**src/rtl/nand4_seq_ctrl.sv**
```systemverilog
// nand4_seq_ctrl: walks all 16 nand4 input vectors, checks e/f/g against the golden function.
// Define NAND4_SEQ_ERRSTOP_EN to end the run at the first mismatching vector.
module nand4_seq_ctrl #(
  parameter int SETTLE_CYCLES = 2
) (
  input  logic       clk,
  input  logic       rst_n,
  input  logic       start,
  input  logic       e,
  input  logic       f,
  input  logic       g,
  output logic       a,
  output logic       b,
  output logic       c,
  output logic       d,
  output logic       busy,
  output logic       done,
  output logic       pass,
  output logic [4:0] err_cnt,
  output logic       fail_valid,
  output logic [3:0] fail_vec
);
  typedef enum logic [1:0] {IDLE, WAIT, CHECK, DONE} state_t;
  state_t     state_q, state_d;
  logic [3:0] vec_q, vec_d, fvec_q, fvec_d;
  logic [7:0] cnt_q, cnt_d;
  logic [4:0] err_q, err_d;
  logic       busy_q, busy_d, pass_q, pass_d, fv_q, fv_d;
  logic       exp_e, exp_f, exp_g, mism, last;
  // expected values come from the vector index, never from the observed e/f
  assign exp_e = ~(vec_q[3] & vec_q[2]);
  assign exp_f = ~(vec_q[1] & vec_q[0]);
  assign exp_g = ~(exp_e & exp_f);
  assign mism  = {e, f, g} != {exp_e, exp_f, exp_g};
`ifdef NAND4_SEQ_ERRSTOP_EN
  assign last = (vec_q == 4'd15) | mism;
`else
  assign last = vec_q == 4'd15;
`endif
  always_comb begin
    state_d = state_q;
    vec_d   = vec_q;
    cnt_d   = cnt_q;
    err_d   = err_q;
    busy_d  = busy_q;
    pass_d  = pass_q;
    fv_d    = fv_q;
    fvec_d  = fvec_q;
    case (state_q)
      IDLE: if (start) begin
        vec_d   = '0;
        cnt_d   = '0;
        busy_d  = 1'b1;
        err_d   = '0;
        fv_d    = 1'b0;
        fvec_d  = '0;
        pass_d  = 1'b0;
        state_d = WAIT;
      end
      WAIT: begin
        cnt_d   = cnt_q + 8'd1;
        state_d = (cnt_q == 8'(SETTLE_CYCLES - 1)) ? CHECK : WAIT;
      end
      CHECK: begin
        if (mism) begin
          err_d = err_q + 5'd1;
          if (!fv_q) begin
            fv_d   = 1'b1;
            fvec_d = vec_q;
          end
        end
        if (last) begin
          busy_d  = 1'b0;
          pass_d  = err_d == 5'd0;
          state_d = DONE;
        end else begin
          vec_d   = vec_q + 4'd1;
          cnt_d   = '0;
          state_d = WAIT;
        end
      end
      default: state_d = IDLE;
    endcase
  end
  always_ff @(posedge clk or negedge rst_n) begin
    if (!rst_n) begin
      state_q <= IDLE;
      vec_q   <= '0;
      cnt_q   <= '0;
      err_q   <= '0;
      busy_q  <= 1'b0;
      pass_q  <= 1'b0;
      fv_q    <= 1'b0;
      fvec_q  <= '0;
    end else begin
      state_q <= state_d;
      vec_q   <= vec_d;
      cnt_q   <= cnt_d;
      err_q   <= err_d;
      busy_q  <= busy_d;
      pass_q  <= pass_d;
      fv_q    <= fv_d;
      fvec_q  <= fvec_d;
    end
  end
  assign {a, b, c, d} = vec_q;
  assign busy       = busy_q;
  assign done       = state_q == DONE;
  assign pass       = pass_q;
  assign err_cnt    = err_q;
  assign fail_valid = fv_q;
  assign fail_vec   = fvec_q;
endmodule

```
**config.mk**
```make
export PLATFORM = sky130hd
export DESIGN_NAME = nand4_seq_ctrl
export DESIGN_NICKNAME = d
export VERILOG_FILES = /design/src/rtl/nand4_seq_ctrl.sv
export SDC_FILE = /design/constraint.sdc
export NUM_CORES = 1
export LEC_CHECK = 0
export ABC_AREA = 1
export BUFFER_PORTS_ARGS = -buffer_cell sky130_fd_sc_hd__buf_2
export CAP_MARGIN = 20
export CORE_MARGIN = 4
export CORE_UTILIZATION = 38
export CTS_CLUSTER_DIAMETER = 150
export CTS_CLUSTER_SIZE = 14
export DETAILED_ROUTE_END_ITERATION = 10
export PLACE_DENSITY = 0.71
export SLEW_MARGIN = 30
export SYNTH_ARGS = -nofsm -noshare
export SYNTH_HDL_FRONTEND = slang
export SYNTH_SLANG_ARGS = --single-unit
```
**constraint.sdc**
```tcl
create_clock -name clk -period 1.44 [get_ports clk]
set_clock_uncertainty 0.1 [all_clocks]
set_input_delay 0.36 -clock clk [delete_from_list [all_inputs] [get_ports clk]]
set_output_delay 0.36 -clock clk [all_outputs]
set_load 0.05 [all_outputs]
```
* Word level (Yosys, flattened, before mapping) *
Index checks and enable logic that the tools add are counted.

word-level totals
  input bits = 6
  flip-flop bits (word level) = 26
  word-level logic and storage cells = 63
  output and inout port bits = 17

cells by class
  bitwise gates (word level) = 6
  mux-type cells = 25
  reductions and logical operators = 10
  add/subtract/negate cells = 3
  equality and inequality tests = 11

operator list
  cell                                                             count
  8-bit one-hot mux with 3 select lines                            1
  4-bit two-way mux                                                4
  8-bit two-way mux                                                2
  4-bit one-hot mux with 2 select lines                            2
  5-bit two-way mux                                                3
  3-bit AND reduction                                              4
  2-bit inequality test, second input constant                     5
  5-bit one-hot mux with 2 select lines                            1
  8-bit by 1-bit adder with 8-bit output, second input constant    1
  8-bit by 1-bit == test with 1-bit output, second input constant  1
  2-bit two-way mux                                                3
  1-bit one-hot mux with 2 select lines                            3
  2-bit one-hot mux with 3 select lines                            1
  5-bit by 1-bit adder with 5-bit output, second input constant    1
  5-bit logical NOT                                                1
  1-bit two-way mux                                                5
  4-bit by 1-bit adder with 4-bit output, second input constant    1
  2-bit == test, second input constant                             2
  4-bit == test, second input constant                             1
  4-bit AND reduction                                              1
  1-bit AND                                                        3
  3-bit inequality test                                            1
  1-bit NOT                                                        3
  3-bit nonzero test                                               1
  4 further kinds                                                  4

* Logic depth before layout (Yosys ltp) *
  word-level depth = 10
  depth in mapped cells = 12
  depth with buffers taken out = 12

* Worst setup path before layout *
Ideal clock, no wire load.

  kind = reg-to-reg
  from = register vec_q[0]
  to = register pass_q, in the netlist pass
  required time = 1.222 ns
  clock period less this slack = 1.955 ns
  path buffers = 0
  data arrival time = 1.737 ns
  setup time = 0.118 ns
  setup slack = -0.515 ns
  stages on the path, launching flop included = 13
  path through = dfrtp_1 -> ha_1 -> inv_2 -> nand2_1 -> nand2_1 -> nor2_8 -> nand2_4 -> nand2_1 -> nand2_1 -> nand2_1 -> nor2_1 -> nand2_1 -> nand2_1

between the ends
  word-level cells in the longest chain between the ends = 10
  elaborated cells on any way between the ends = 13
  those cells by class = 3 x eq/ne; 4 x mux; 4 x bitwise; 2 x reduce/logical

ends and longest elaborated chain
  what                                   RTL line  source
  from (decl)                            25        logic [3:0] vec_q, vec_d, fvec_q, fvec_d;
  from (signal assigned)                 97        vec_q <= vec_d;
  1-bit AND                              32        assign exp_f = ~(vec_q[1] & vec_q[0]);
  1-bit NOT                              32
  1-bit AND                              33        assign exp_g = ~(exp_e & exp_f);
  1-bit NOT                              33
  3-bit inequality test                  34        assign mism = {e, f, g} != {exp_e, exp_f, exp_g};
  5-bit two-way mux                      65        if (mism) begin
  5-bit two-way mux                      49        case (state_q)
  5-bit logical NOT                      74        pass_d = err_d == 5'd0;
  1-bit two-way mux                      72        if (last) begin
  1-bit one-hot mux with 2 select lines  49
  to (signal assigned)                   101       pass_q <= pass_d;
  to (decl)                              28        logic busy_q, busy_d, pass_q, pass_d, fv_q, fv_d;

Parallel ways exist; a longest one is shown, timed or not. The select of a mux whose other input is x is not followed.
A chain may end at the register's enable or synchronous reset.

* Worst setup path after layout *
  from = register vec_q[1]
  to = register pass_q, in the netlist pass

Same word-level chain as after synthesis.

==> impl_metrics.env <==
export IMPL_finalSetupViolCount=18
export IMPL_worstSetupPathType="reg -> reg"
export IMPL_portBuffers=22
export IMPL_gp_congestion=0.923
export IMPL_htree_levels=1
export IMPL_use_met3=0.0261
export IMPL_hpwl_mm=2.46
export IMPL_fp_dieW_um=69.4
export IMPL_first_pass_iters=4
export IMPL_synth_area_top_cells="dfrtp_1, nand2_1, inv_1"
export IMPL_yosysWarnings=0
export IMPL_antenna_left=0
export IMPL_cts_root_buf="clkbuf_8"
export IMPL_grt_pass1_vias=1344
export IMPL_ios=23
export IMPL_min_path_type="reg -> reg"
export IMPL_synth_area_mm2=0.00143
export IMPL_setup_ws_ns=-0.130
export IMPL_holdWs_ns=0.378
export IMPL_max_slew_margin=0.773
export IMPL_cts_clk_slew_worst_paths_ns=0.09
export IMPL_ys_flop_type="dfrtp_1"
export IMPL_worstSetupStartpointType="register"
export IMPL_yosysTopAreaCellShare=0.454
export IMPL_viasPerCell=4.72
export IMPL_diodes=0
export IMPL_netlist_instances=180
export IMPL_drt_initial_drc_count=51
export IMPL_synth_most_common_cell="nand2_1"
export IMPL_power_leakage_nw=1.12
export IMPL_area_growth_pct=47.8
export IMPL_wirelength_mm=3.45
export IMPL_antenna_found_initial=0
export IMPL_synth_edff_count=0
export IMPL_initial_core_util=0.391
export IMPL_hold_path_cell_count=2
export IMPL_grt_util_met1=0.196
export IMPL_ir_drop_mv=1.02
export IMPL_slew_viol_final=0
export IMPL_gr_usage_all_layers=0.152
export IMPL_rsz0062_at_grt="true"
export IMPL_fmax_mhz=637
export IMPL_synth_top_area_cell="dfrtp_1"
export IMPL_cts_buffers=3
export IMPL_placedCellCount=270
export IMPL_clock_latency_ns=0.27
export IMPL_overflow=0
export IMPL_gr_usage_met2=0.252
export IMPL_failed_checks="negative setup slack"
export IMPL_rows=22
export IMPL_synthDistinctLibCells=25
export IMPL_synthArstFlopShare=1.00
export IMPL_timing_hold_violations_final=0
export IMPL_clockBufferDepth=2
export IMPL_reg2reg_depth=12
export IMPL_final_period_utilization=1.09
export IMPL_grt_pass1_wl_mm=5.95
export IMPL_min_delay_start="fail_vec[2]"
export IMPL_required_ns=1.56
export IMPL_tightest_slew_ns=0.341
export IMPL_r2r_slack_ns=-0.13
export IMPL_crit_fanout=7
export IMPL_grt_max_degree=27
export IMPL_arrival_ns=1.69
export IMPL_ys_top_cells_by_count="nand2_1, dfrtp_1, inv_1"
export IMPL_yosysSeqAreaShare=0.454
export IMPL_routedWlPerCell_um=12.0
export IMPL_die_height_um=69.4
export IMPL_final_nets=251
export IMPL_route_detailed_drc=0
export IMPL_cts_sinks=26
export IMPL_cts_tree="built"
export IMPL_max_cap_violations=0
export IMPL_ys_ff_latch=26
export IMPL_stdcell_count=288
export IMPL_regToRegEndpoint="pass"
export IMPL_die_area_mm2=0.00482
export IMPL_avgSynthCellArea_um2=7.96
export IMPL_min_period_ns=1.57
export IMPL_critPathCaptureType="register"
export IMPL_holdPathEnd="fail_vec[2]"
export IMPL_startpoint="vec_q[1]"
export IMPL_core_area_mm2=0.00366
export IMPL_rr_startpoint="vec_q[1]"
export IMPL_syn_nets=190
export IMPL_outcome="finished with violations"
export IMPL_vias=1359
export IMPL_drive_above_1_share=0.413
export IMPL_powerDensity_mw_per_mm2=1950
export IMPL_grt_busiest_layer="met2"
[cell usage in the layout, fill, tap and decap left out, types with 2 or more instances in the layout]
cell type / Yosys / routed
a21oi_1: 10 / 10
buf_2: 0 / 12
buf_4: 0 / 29
buf_6: 0 / 8
buf_8: 0 / 5
clkbuf_8: 0 / 4
dfrtp_1: 26 / 19
dfrtp_2: 0 / 7
ha_1: 4 / 3
inv_1: 21 / 21
inv_2: 5 / 4
nand2_1: 57 / 51
nand2_2: 6 / 11
nand2_4: 2 / 2
nand3_1: 13 / 13
nand4_1: 3 / 3
nor2_1: 7 / 4
nor2_2: 2 / 2
nor2_4: 1 / 4
o21ai_1: 2 / 3
o22ai_1: 6 / 4
o22ai_2: 0 / 2
xor2_1: 4 / 4
[worst max-delay path, stage by stage, from the launching register on]
cell     delay, ns
dfrtp_2       0.44
ha_4          0.18
inv_4         0.06
nand2_1       0.06
nand2_2       0.08
nand2_4       0.09
nand2_8       0.12
nand2_1       0.07
nand2_1       0.08
nand2_1       0.06
nor2_1        0.09
nand2_1       0.05
nand2_1       0.05
[cell type report]
cell class | instances | area (um^2)
inverters | 26 | 100
fillers | 331 | 1540
repair buffers | 56 | 460
multi-input cells | 128 | 782
flip-flops and latches | 26 | 659
clock buffers | 4 | 55.1
well taps | 48 | 60.1
[state kept, by name, summed over array words and instances (netlist names)]
| signal | count |
|---|---|
| busy | 1 |
| fail_vec | 4 |
| cnt_q | 8 |
| state_q | 2 |
| err_cnt | 5 |
| vec_q | 4 |
| pass | 1 |
| fail_valid | 1 |
[per-layer routing]
| metal | vias up | wire (um) |
|---|---|---|
| met4 | 0 | 73 |
| met3 | 7 | 106 |
| met2 | 20 | 1660 |
| li1 | 703 | - |
| met1 | 629 | 1610 |
| met5 | - | 0 |
[through the flow]
| stage | power, mW | area, um^2 | util | setup WS [ns] | setup TNS (ns) |
|---|---|---|---|---|---|
| final | 4.12 | 2120 | 0.578 | -0.130 | -1.08 |
| after floorplan | 2.51 | 1470 | - | -0.198 | -2.22 |
| after detailed placement | 3.15 | 1790 | 0.489 | -0.120 | -0.813 |
| after global routing | 4.43 | 2120 | 0.578 | -0.218 | -2.91 |
| after global placement | 3.13 | 1790 | 0.489 | -0.0865 | -0.577 |
| after CTS | 4.00 | 2040 | 0.557 | -0.119 | -1.16 |
[report_power, final]
part	internal, mW	switching [mW]	leakage (nW)	total, mW
Sequential	0.974	0.215	0.332	1.19
Combinational	1.02	1.43	0.759	2.45
Clock	0.245	0.238	0.0288	0.483
[logic make-up after synthesis]
family,share of synthesized area
flip-flops,0.454
adder cells (fa/ha/maj),0.0349
XOR/XNOR,0.0245
buffers and inverters,0.0681
AO/OA/AOI/OAI,0.100
AND/OR/NAND/NOR,0.318
[repair_timing]
item | 4_1_cts | 5_1_grt
gates resized for setup | 33 | 11
setup endpoints to repair | 23 | 29
buffers inserted | 8 | 5
pin swaps | 7 | 9
hold buffers | 1 | 0
hold endpoints to repair | 26 | 0
[worst max path at each step]
| stage | cells past startpoint | slack [ns] | end |
|---|---|---|---|
| 6_report | 12 | -0.13 | pass |
| 5_1_grt | 11 | -0.22 | pass |
| 3_3_place_gp | 10 | -0.09 | fail_vec[1] |
| 3_5_place_dp | 10 | -0.12 | fail_vec[3] |
| 2_1_floorplan | 12 | -0.20 | pass |
| 4_1_cts | 8 | -0.12 | fail_vec[0] |
No activity file was read; power rests on OpenSTA's default activity.
